**config.mk**
```make
export PLATFORM = sky130hd
export DESIGN_NAME = fc_feed_sched
export DESIGN_NICKNAME = d
export VERILOG_FILES = /design/src/rtl/fc_feed_sched.sv
export SDC_FILE = /design/constraint.sdc
export NUM_CORES = 1
export LEC_CHECK = 0
export CAP_MARGIN = 20
export CELL_PAD_IN_SITES_DETAIL_PLACEMENT = 1
export CELL_PAD_IN_SITES_GLOBAL_PLACEMENT = 1
export CORE_MARGIN = 3
export CORE_UTILIZATION = 16
export DETAILED_ROUTE_END_ITERATION = 8
export MAX_ROUTING_LAYER = met4
export PLACE_DENSITY_LB_ADDON = 0.1
export RECOVER_POWER = 100
export SETUP_SLACK_MARGIN = 0.15
export SYNTH_ARGS = -nofsm -noshare
export SYNTH_HDL_FRONTEND = slang
export SYNTH_SLANG_ARGS = --single-unit
```
**constraint.sdc**
```tcl
create_clock -name iClk -period 5.7 [get_ports iClk]
set_clock_uncertainty 0.05 [all_clocks]
set_input_delay 1.425 -clock iClk [delete_from_list [all_inputs] [get_ports iClk]]
set_output_delay 1.425 -clock iClk [all_outputs]
set_load 0.03 [all_outputs]
```
**src/rtl/fc_feed_sched.sv**
```systemverilog
// Frame scheduler feeding the 4-lane FC accumulator from the pooled feature buffer.
// Reads 4 channel groups per position, never ahead of the pooling stage, then waits for the logit.
module fc_feed_sched #(
  parameter int FEAT_W = 32,
  parameter int N_POS  = 169,
  parameter int N_GRP  = 4,
  parameter int POS_W  = 8
) (
  input  logic                  iClk,
  input  logic                  iRstn,
  input  logic                  iStart,
  input  logic                  iAbort,
  input  logic [POS_W:0]        iAvailPos,
  output logic                  oRdEn,
  output logic [POS_W-1:0]      oRdPos,
  output logic [1:0]            oRdGrp,
  input  logic [4*FEAT_W-1:0]   iRdData,
  output logic                  oFrameStart,
  output logic [3:0]            oValid4,
  output logic [FEAT_W-1:0]     oData0,
  output logic [FEAT_W-1:0]     oData1,
  output logic [FEAT_W-1:0]     oData2,
  output logic [FEAT_W-1:0]     oData3,
  output logic [1:0]            oPhase_g,
  input  logic                  iLogitValid,
  output logic                  oBusy,
  output logic                  oDone
);

  localparam logic [POS_W-1:0] LAST_POS  = POS_W'(N_POS - 1);
  localparam logic [POS_W-1:0] POS_ONE   = POS_W'(1);
  localparam logic [1:0]       LAST_GRP  = 2'(N_GRP - 1);
  localparam logic [POS_W:0]   AVAIL_MAX = (POS_W + 1)'(N_POS);

  typedef enum logic [2:0] {
    S_IDLE,
    S_FSTART,
    S_RUN,
    S_DRAIN,
    S_WAITL
  } state_t;

  state_t             r_state;
  state_t             w_state_next;
  logic [POS_W-1:0]   r_pos;
  logic [POS_W-1:0]   w_pos_next;
  logic [1:0]         r_grp;
  logic [1:0]         w_grp_next;
  logic               r_valid;
  logic [1:0]         r_phase;
  logic               r_done;
  logic [POS_W:0]     w_avail;
  logic               w_rd_en;
  logic               w_issue;
  logic               w_done_next;
  logic [FEAT_W-1:0]  w_lane [4];

  // Counts above the frame size are treated as a fully written buffer.
  assign w_avail = (iAvailPos > AVAIL_MAX) ? AVAIL_MAX : iAvailPos;
  assign w_rd_en = (r_state == S_RUN) && ({1'b0, r_pos} < w_avail);
  // A read issued in the abort cycle is never presented to the FC.
  assign w_issue = w_rd_en && !iAbort;
  assign w_done_next = (r_state == S_WAITL) && iLogitValid && !iAbort;

  always_comb begin
    w_state_next = r_state;
    w_pos_next   = r_pos;
    w_grp_next   = r_grp;
    case (r_state)
      S_IDLE: begin
        w_pos_next = '0;
        w_grp_next = '0;
        if (iStart) w_state_next = S_FSTART;
      end
      S_FSTART: w_state_next = S_RUN;
      S_RUN: begin
        if (w_rd_en) begin
          if ((r_pos == LAST_POS) && (r_grp == LAST_GRP)) begin
            w_state_next = S_DRAIN;
          end else if (r_grp == LAST_GRP) begin
            w_grp_next = '0;
            w_pos_next = r_pos + POS_ONE;
          end else begin
            w_grp_next = r_grp + 2'd1;
          end
        end
      end
      S_DRAIN: w_state_next = S_WAITL;
      S_WAITL: begin
        if (iLogitValid) w_state_next = S_IDLE;
      end
      default: w_state_next = S_IDLE;
    endcase
    if (iAbort) w_state_next = S_IDLE;
  end

  always_ff @(posedge iClk or negedge iRstn) begin
    if (!iRstn) begin
      r_state <= S_IDLE;
      r_pos   <= '0;
      r_grp   <= '0;
      r_valid <= 1'b0;
      r_phase <= '0;
      r_done  <= 1'b0;
    end else begin
      r_state <= w_state_next;
      r_pos   <= w_pos_next;
      r_grp   <= w_grp_next;
      r_valid <= w_issue;
      r_done  <= w_done_next;
      // Phase holds through stalls so the FC sees a stable group index.
      if (w_issue) r_phase <= r_grp;
    end
  end

  generate
    for (genvar gi = 0; gi < 4; gi++) begin : g_lane
      assign w_lane[gi] = r_valid ? iRdData[gi*FEAT_W +: FEAT_W] : '0;
    end
  endgenerate

  assign oData0      = w_lane[0];
  assign oData1      = w_lane[1];
  assign oData2      = w_lane[2];
  assign oData3      = w_lane[3];
  assign oRdEn       = w_rd_en;
  assign oRdPos      = r_pos;
  assign oRdGrp      = r_grp;
  assign oValid4     = {4{r_valid}};
  assign oPhase_g    = r_phase;
  assign oFrameStart = (r_state == S_FSTART);
  assign oBusy       = (r_state != S_IDLE);
  assign oDone       = r_done;

endmodule
```
# After elaboration in Yosys (flattened, before gate mapping)

Cells that the tools add are included.

Bits of input ports: 142
Bits in registers: 17
Output and inout port bits: 148

Reductions and logical operators: 12
Equal/unequal tests: 13
Order comparisons: 2
Add/subtract/negate cells: 2
Mux-type cells: 19

Operators by type and width:

| operator                                                               | number |
|---|---|
| 32-bit 2-to-1 mux                                                      | 4 |
| 8-bit 2-to-1 mux                                                       | 3 |
| 8-bit case mux with 2 select lines                                     | 1 |
| 3-bit 2-to-1 mux                                                       | 5 |
| 3-bit case mux with 5 select lines                                     | 1 |
| 9-bit by 8-bit > comparator with 1-bit output (second input constant)  | 1 |
| 8-bit by 9-bit < comparator with 1-bit output                          | 1 |
| 9-bit 2-to-1 mux                                                       | 1 |
| 3-bit != test (second input constant)                                  | 3 |
| 8-bit by 1-bit adder with 8-bit output (second input constant)         | 1 |
| 8-bit equality test (second input constant)                            | 1 |
| 4-bit AND reduction                                                    | 2 |
| 3-bit by 2-bit equality test with 1-bit output (second input constant) | 2 |
| 2-bit 2-to-1 mux                                                       | 3 |
| 1-bit logical AND                                                      | 5 |
| 2-bit != test (second input constant)                                  | 2 |
| 2-bit case mux with 2 select lines                                     | 1 |
| 3-bit by 1-bit equality test with 1-bit output (second input constant) | 1 |
| 3-bit equality test (second input constant)                            | 1 |
| 3-bit logical NOT                                                      | 1 |
| 3-bit by 2-bit != test with 1-bit output (second input constant)       | 1 |
| 3-bit AND reduction                                                    | 1 |
| 3-bit nonzero test                                                     | 1 |
| 2-bit by 1-bit adder with 2-bit output (second input constant)         | 1 |
| other kinds (4)                                                        | 4 |

# Logic depth before layout (Yosys ltp)

Gate-level depths: netlist of run 1.

Depth after elaboration: 7
Mapped depth: 10

# Worst setup path before layout of run 1

OpenSTA, ideal clock, no wires.

Path kind: input port to output port
From: in iAvailPos[2]
To: out oRdEn
Setup slack: 1041 ps
Stages on the path: 9
Arrival: 3184 ps
Cell sequence: o21ai_0 > a211oi_1 > nor2_1 > ha_1 > nand3_1 > nor3_1 > a21oi_1 > nand2_1 > nor2_1

Longest elaborated chain between the ends: 4

Ends and longest elaborated chain:

| element                                           | line | text |
|---|---|---|
| start, declared                                   | 13   | `input logic [POS_W:0] iAvailPos,` |
| 9-bit by 8-bit > comparator with 1-bit output     | 59   | `assign w_avail = (iAvailPos > AVAIL_MAX) ? AVAIL_MAX : iAvailPos;` |
| 9-bit 2-to-1 mux (*)                              | 59   |  |
| 8-bit by 9-bit < comparator with 1-bit output (*) | 60   | `assign w_rd_en = (r_state == S_RUN) && ({1'b0, r_pos} < w_avail);` |
| 1-bit logical AND (*)                             | 60   |  |
| end, declared                                     | 14   | `output logic oRdEn,` |

Every way passes the cells marked *; elsewhere a longest branch is shown, timed or not.

# Final worst setup path of run 1

From: in iAvailPos[3]
To: out oRdEn

The elaborated chain is that of the path after synthesis.

==> flow_summary.ini, run 1 <==
[outcome]
outcome = finished clean

[clock_network]
hold_buffers = 0
cts_resized = 0
cts_sinks = 17
htreeDepth = 1
cts_inserted_buffers = 3
clockBufferDepth = 2
clk_latency_ns = 0.25
clock-root-buffer = clkbuf_16
cts.clk_slew.worst_paths_ns = 0.05
cts_setup_buffers = 0
cts_tree = built

[hold_path]
min_from = oPhase_g[0]$_DFFE_PN0P_
hold_depth = 1
hold_class = register to register
min_to = oPhase_g[0]$_DFFE_PN0P_

[power]
ir_drop_mv = 0.1033
p_leak_nw = 2.500
p_per_area_nw_per_um2 = 109.2
power_mw = 0.5649

[synth]
ys_top_cells_by_count = and2_1, clkbuf_1, dfrtp_1
netlist_top_cells_area = and2_1, dfrtp_1, ha_1, clkbuf_1, nand2_1
ys_ff_latch = 17
synth.largest_area_cell = and2_1
synth_ff_type = dfrtp_1
ys_async_sr_fraction_pct = 100.0
syn_inst = 281
synth_area_um2 = 2083
yosysTopAreaCellShare_pct = 38.44
ys_types = 42
synth_seq_area_share_pct = 20.42
syn_area_per_cell_um2 = 7.414
synth_fp_nets = 433
yosysMostFrequentCell = and2_1
ys.warnings.count = 0
synth_edf_count = 0

[global_route]
grt_pass1_vias = 3095
grt_first_pass_wirelength_mm = 20.39
grt_max_degree = 49
antenna_found_initial = 4
grt_overflow = 0
grtUsageTotal_pct = 18.96

[timing]
fmax_ghz = 0.1887
worst_slew_pin_slew_ns = 1.262
setup_tns_ns = 0
relSlewSlack_pct = 15.88
slew_viol_final = 0
fin_crit_sh_pct = 92.98
rsz0062_at_grt = false
hold_viol = 0
finalSetupViolCount = 0
layout_min_cycle_time_ns = 5.300

[floorplanning]
fp.dieH_um = 120.1
rows = 41
die_width_um = 120.1
die_area_um2 = 14430
core_um2 = 12670
initial_core_util_pct = 16.44
ios = 290

[drt]
vias = 3002
ant_nets = 0
first_pass_iters = 4
viasPerCell = 4.107
wl_per_cell_um = 19.47
drc = 0
dr.first_iter.drc_count = 86
routed_wl_mm = 14.24

[worst_setup_path]
reg2reg_depth = 6
endpoint_kind = primary output
crit_path_start_kind = input port
r2r-end = oPhase_g[0]$_DFFE_PN0P_
worstReg2RegStart = oRdPos[6]$_DFFE_PN0P_
cp_data_required_time_ns = 4.22
path_max_fanout = 7
r2r_slack_ns = 2.87
worst-endpoint-arrival_ns = 3.82
crit_type = input port to primary output

[layout]
syn_to_final_growth_pct = 148.4
finish.instance_area_um2 = 5175
layout-drive-gt1-share_pct = 1.622
nets = 708
final_cells = 731

[placed_design]
dpl.hpwl_mm = 12.20
gp_congestion = 0.7851
placed_cells_incl_taps = 723
place_area_um2 = 5107
portBuffers = 289

[job]
maxCapViolations = 0
## metrics by stage
step,setup slack [ns],hold slack [ns],util [%]
3_5_place_dp,0.4705,0.4492,40.31
5_1_grt,0.1158,0.4716,40.84
3_3_place_gp,0.5332,0.4481,40.31
6_report,0.4002,0.4559,40.84
2_1_floorplan,1.041,0.5000,-
4_1_cts,0.4704,0.4657,40.93
## flip-flops by register name, summed over array words and instances, names as in the netlist
signal / cells
oDone: 1
oPhase_g: 2
oRdGrp: 2
oRdPos: 8
r_state: 3
r_valid: 1
## cell usage in the layout (no fill, tap or decap), drive strengths merged, types with 2 or more instances in the layout
master,Yosys,routed
o31ai,2,2
nor3b,3,3
a21oi,6,6
o311ai,4,4
nand2,14,14
o21ai,5,5
a21o,2,2
o211ai,2,2
clkbuf,17,8
dlygate4sd3,0,147
nand3,6,6
mux2,2,2
nand4,5,5
and3,2,2
or4,3,3
ha,10,10
a31oi,2,2
o21a,2,2
dfrtp,17,17
clkdlybuf4s50,0,141
nand2b,3,3
and2,128,128
nor2,11,11
nor4,2,2
nor3,8,8
inv,5,5
or3,2,2
mux2i,3,3
diode,0,4
## final cells by class
class                           instances  area (um2)
Sequential cell                        17       425.4
Antenna cell                            4       10.01
Inverter                                5       18.77
Timing Repair Buffer                  292        2899
Multi-Input combinational cell        237        1528
Tap cell                              172       215.2
Clock buffer                            4       78.83
Fill cell                            1520        7496
## power breakdown
part / internal [mW] / leakage (nW) / switching [mW]
logic: 0.150 / 2.23 / 0.134
registers: 0.126 / 0.235 / 0.0122
clock network: 0.0951 / 0.0382 / 0.0475
total: 0.371 / 2.50 / 0.194
## layer usage
metal / global-route usage [%] / part of all wire, % / vias up
li1: - / - / 1488
met1: 21.98 / 40 / 1391
met2: 32.70 / 51 / 117
met3: 6.598 / 8.7 / 6
met4: 2.219 / 0.42 / 0
met5: - / 0 / -
## worst max-delay path, stage by stage
cell and delay [ns]:
dlygate4sd3_1 0.54, o21ai_0 0.13, a211oi_1 0.33, nor2_1 0.08
ha_1 0.19, a21o_1 0.15, a21oi_1 0.23, o21a_1 0.31
nand2_1 0.12, nor2_1 0.10, clkbuf_2 0.21
## cells by family after synthesis
logic type	Yosys count	synth area share, %
AO/OA/AOI/OAI	30	9.909
flip-flops	17	20.42
buffers and inverters	27	5.946
AND/OR/NAND/NOR	191	54.78
XOR/XNOR	1	0.4205
adder cells (fa/ha/maj)	10	6.006
multiplexers	5	2.523
## worst max-delay path by stage
stage            startpoint    end  slack (ns)
2_1_floorplan  iAvailPos[2]  oRdEn        1.04
3_3_place_gp   iAvailPos[6]  oRdEn        0.53
3_5_place_dp   iAvailPos[8]  oRdEn        0.47
4_1_cts        iAvailPos[6]  oRdEn        0.47
5_1_grt        iAvailPos[3]  oRdEn        0.12
6_report       iAvailPos[3]  oRdEn        0.40
Note: power is estimated with default switching activity, not from simulation.
==> run 2, diff against run 1 <==
Settings changed: CORE_ASPECT_RATIO from default to 0.5, CORE_MARGIN 3 to default.
==> flow_summary.ini, run 2 (synthesis gave the netlist of run 1 again) <==
[global_route]
grt_max_degree = 50
grtUsageTotal_pct = 17.97
grt_overflow = 0
grt_first_pass_wirelength_mm = 17.71
grt_pass1_vias = 2821
antenna_found_initial = 1

[clock_network]
cts_setup_buffers = 0
cts_inserted_buffers = 3
clk_latency_ns = 0.25
clock-root-buffer = clkbuf_16
cts_sinks = 17
cts_tree = built
cts_resized = 0
cts.clk_slew.worst_paths_ns = 0.05
clockBufferDepth = 2
hold_buffers = 0
htreeDepth = 1

[worst_setup_path]
crit_type = input port to primary output
critPathLaunch = iAvailPos[2]
worst-endpoint-arrival_ns = 3.81
cp_slowest_stage_delay_ns = 0.49
cp_data_required_time_ns = 4.22
r2r_slack_ns = 2.76
path_max_fanout = 7
worstPathCellList = clkdlybuf4s50_1, o21ai_0, a211oi_1, nor2_1, ha_1, a21o_1, a21oi_1, o21a_1, nand2_1, nor2_1, clkbuf_2
r2r-end = oPhase_g[0]$_DFFE_PN0P_
cp.depth = 11
cp_num_buf_inv = 2
slowest_stage = clkdlybuf4s50_1
crit_path_start_kind = input port
cp_common_cell = nor2_1
worstSetupEndpoint = oRdEn
reg2reg_depth = 6
worstReg2RegStart = oRdPos[6]$_DFFE_PN0P_
endpoint_kind = primary output
critPathTopFamily = compound AO/OA/AOI/OAI gates

[timing]
hold_viol = 0
worst_slew_pin_slew_ns = 1.459
layout_min_cycle_time_ns = 5.290
finalSetupViolCount = 0
rsz0062_at_grt = false
relSlewSlack_pct = 2.748
setup_tns_ns = 0
slew_viol_final = 0
fmax_ghz = 0.1890
fin_crit_sh_pct = 92.81

[floorplanning]
fp.dieH_um = 82.69
die_area_um2 = 13510
die_width_um = 163.4
rows = 29
initial_core_util_pct = 16.45
core_um2 = 12660
ios = 290

[drt]
routed_wl_mm = 12.79
dr.first_iter.drc_count = 130
drc = 0
wl_per_cell_um = 17.54
ant_nets = 0
vias = 2962
viasPerCell = 4.063
first_pass_iters = 4

[placed_design]
place_area_um2 = 5105
dpl.hpwl_mm = 10.70
gp_congestion = 0.8320
portBuffers = 289

[layout]
nets = 708
largest_reg_flops = 8
layout_commonest_cell = dlygate4sd3_1
syn_to_final_growth_pct = 148.3
finish.instance_area_um2 = 5172
layout-drive-gt1-share_pct = 1.622
register_area_um2 = 425.4
final_cell_mix = dlygate4sd3_1, clkdlybuf4s50_1, and2_1, dfrtp_1, nand2_1
n_fill_cell = 1493
multi_input_area_um2 = 1528

[power]
p_per_area_nw_per_um2 = 108.7
p_leak_nw = 2.500
ir_drop_mv = 0.1157

[hold_path]
hold_class = register to register

[job]
maxCapViolations = 0

[outcome]
outcome = finished clean
==> run 2: metal layers <==
| layer | vias to the layer above | share of wire [%] | track usage, % |
|---|---|---|---|
| met1 | 1390 | 44 | 22.55 |
| met4 | 0 | 0.59 | 1.682 |
| met5 | - | 0 | - |
| li1 | 1487 | - | - |
| met3 | 6 | 5.4 | 2.448 |
| met2 | 79 | 50 | 31.99 |
==> run 2: cell type report <==
cell class,count,area share [%]
diodes,4,0.1935
clock buffers,4,1.524
inverters,5,0.3628
multi-input cells,237,29.54
flip-flops and latches,17,8.224
well taps,170,4.112
repair buffers,292,56.05
==> run 2: worst register-to-register path, delay by kind of cell, from the launching register on <==
family	cells	cell delay, ns
AO/OA/AOI/OAI	3	0.85
AND/OR/NAND/NOR	1	0.73
flip-flops	1	0.44
multiplexers	1	0.41
adder cells (fa/ha/maj)	1	0.34
==> run 2: report_power, final <==
group	internal [mW]	switching, mW
sequential	0.126	0.0109
combinational	0.150	0.133
clock	0.0951	0.0475
total	0.371	0.191
==> run 2: through the flow <==
| stage | setup slack (ns) | hold slack (ns) | total power, mW | util (%) | cells |
|---|---|---|---|---|---|
| final | 0.4101 | 0.4578 | 0.5622 | 40.85 | 729 |
| after global placement | 0.4889 | 0.4453 | 0.4369 | 40.31 | 721 |
| after CTS | 0.4074 | 0.4671 | 0.5840 | 40.93 | 725 |
| after detailed placement | 0.4240 | 0.4555 | 0.4379 | 40.31 | 721 |
| after floorplan | 1.041 | 0.5000 | 0.2578 | - | 281 |
| after global routing | 0.1404 | 0.4836 | 0.5918 | 40.79 | 726 |
==> run 2: worst min-delay path by stage <==
stage	start	endpoint	slack, ns	depth (start not counted)
2_1_floorplan	r_state[1]$_DFFE_PN0P_	oDone$_DFF_PN0_	0.50	2
3_3_place_gp	oPhase_g[1]$_DFFE_PN0P_	oPhase_g[1]$_DFFE_PN0P_	0.45	1
3_5_place_dp	oPhase_g[0]$_DFFE_PN0P_	oPhase_g[0]$_DFFE_PN0P_	0.46	1
4_1_cts	oPhase_g[0]$_DFFE_PN0P_	oPhase_g[0]$_DFFE_PN0P_	0.47	1
5_1_grt	oPhase_g[1]$_DFFE_PN0P_	oPhase_g[1]$_DFFE_PN0P_	0.48	1
6_report	oPhase_g[1]$_DFFE_PN0P_	oPhase_g[1]$_DFFE_PN0P_	0.46	1
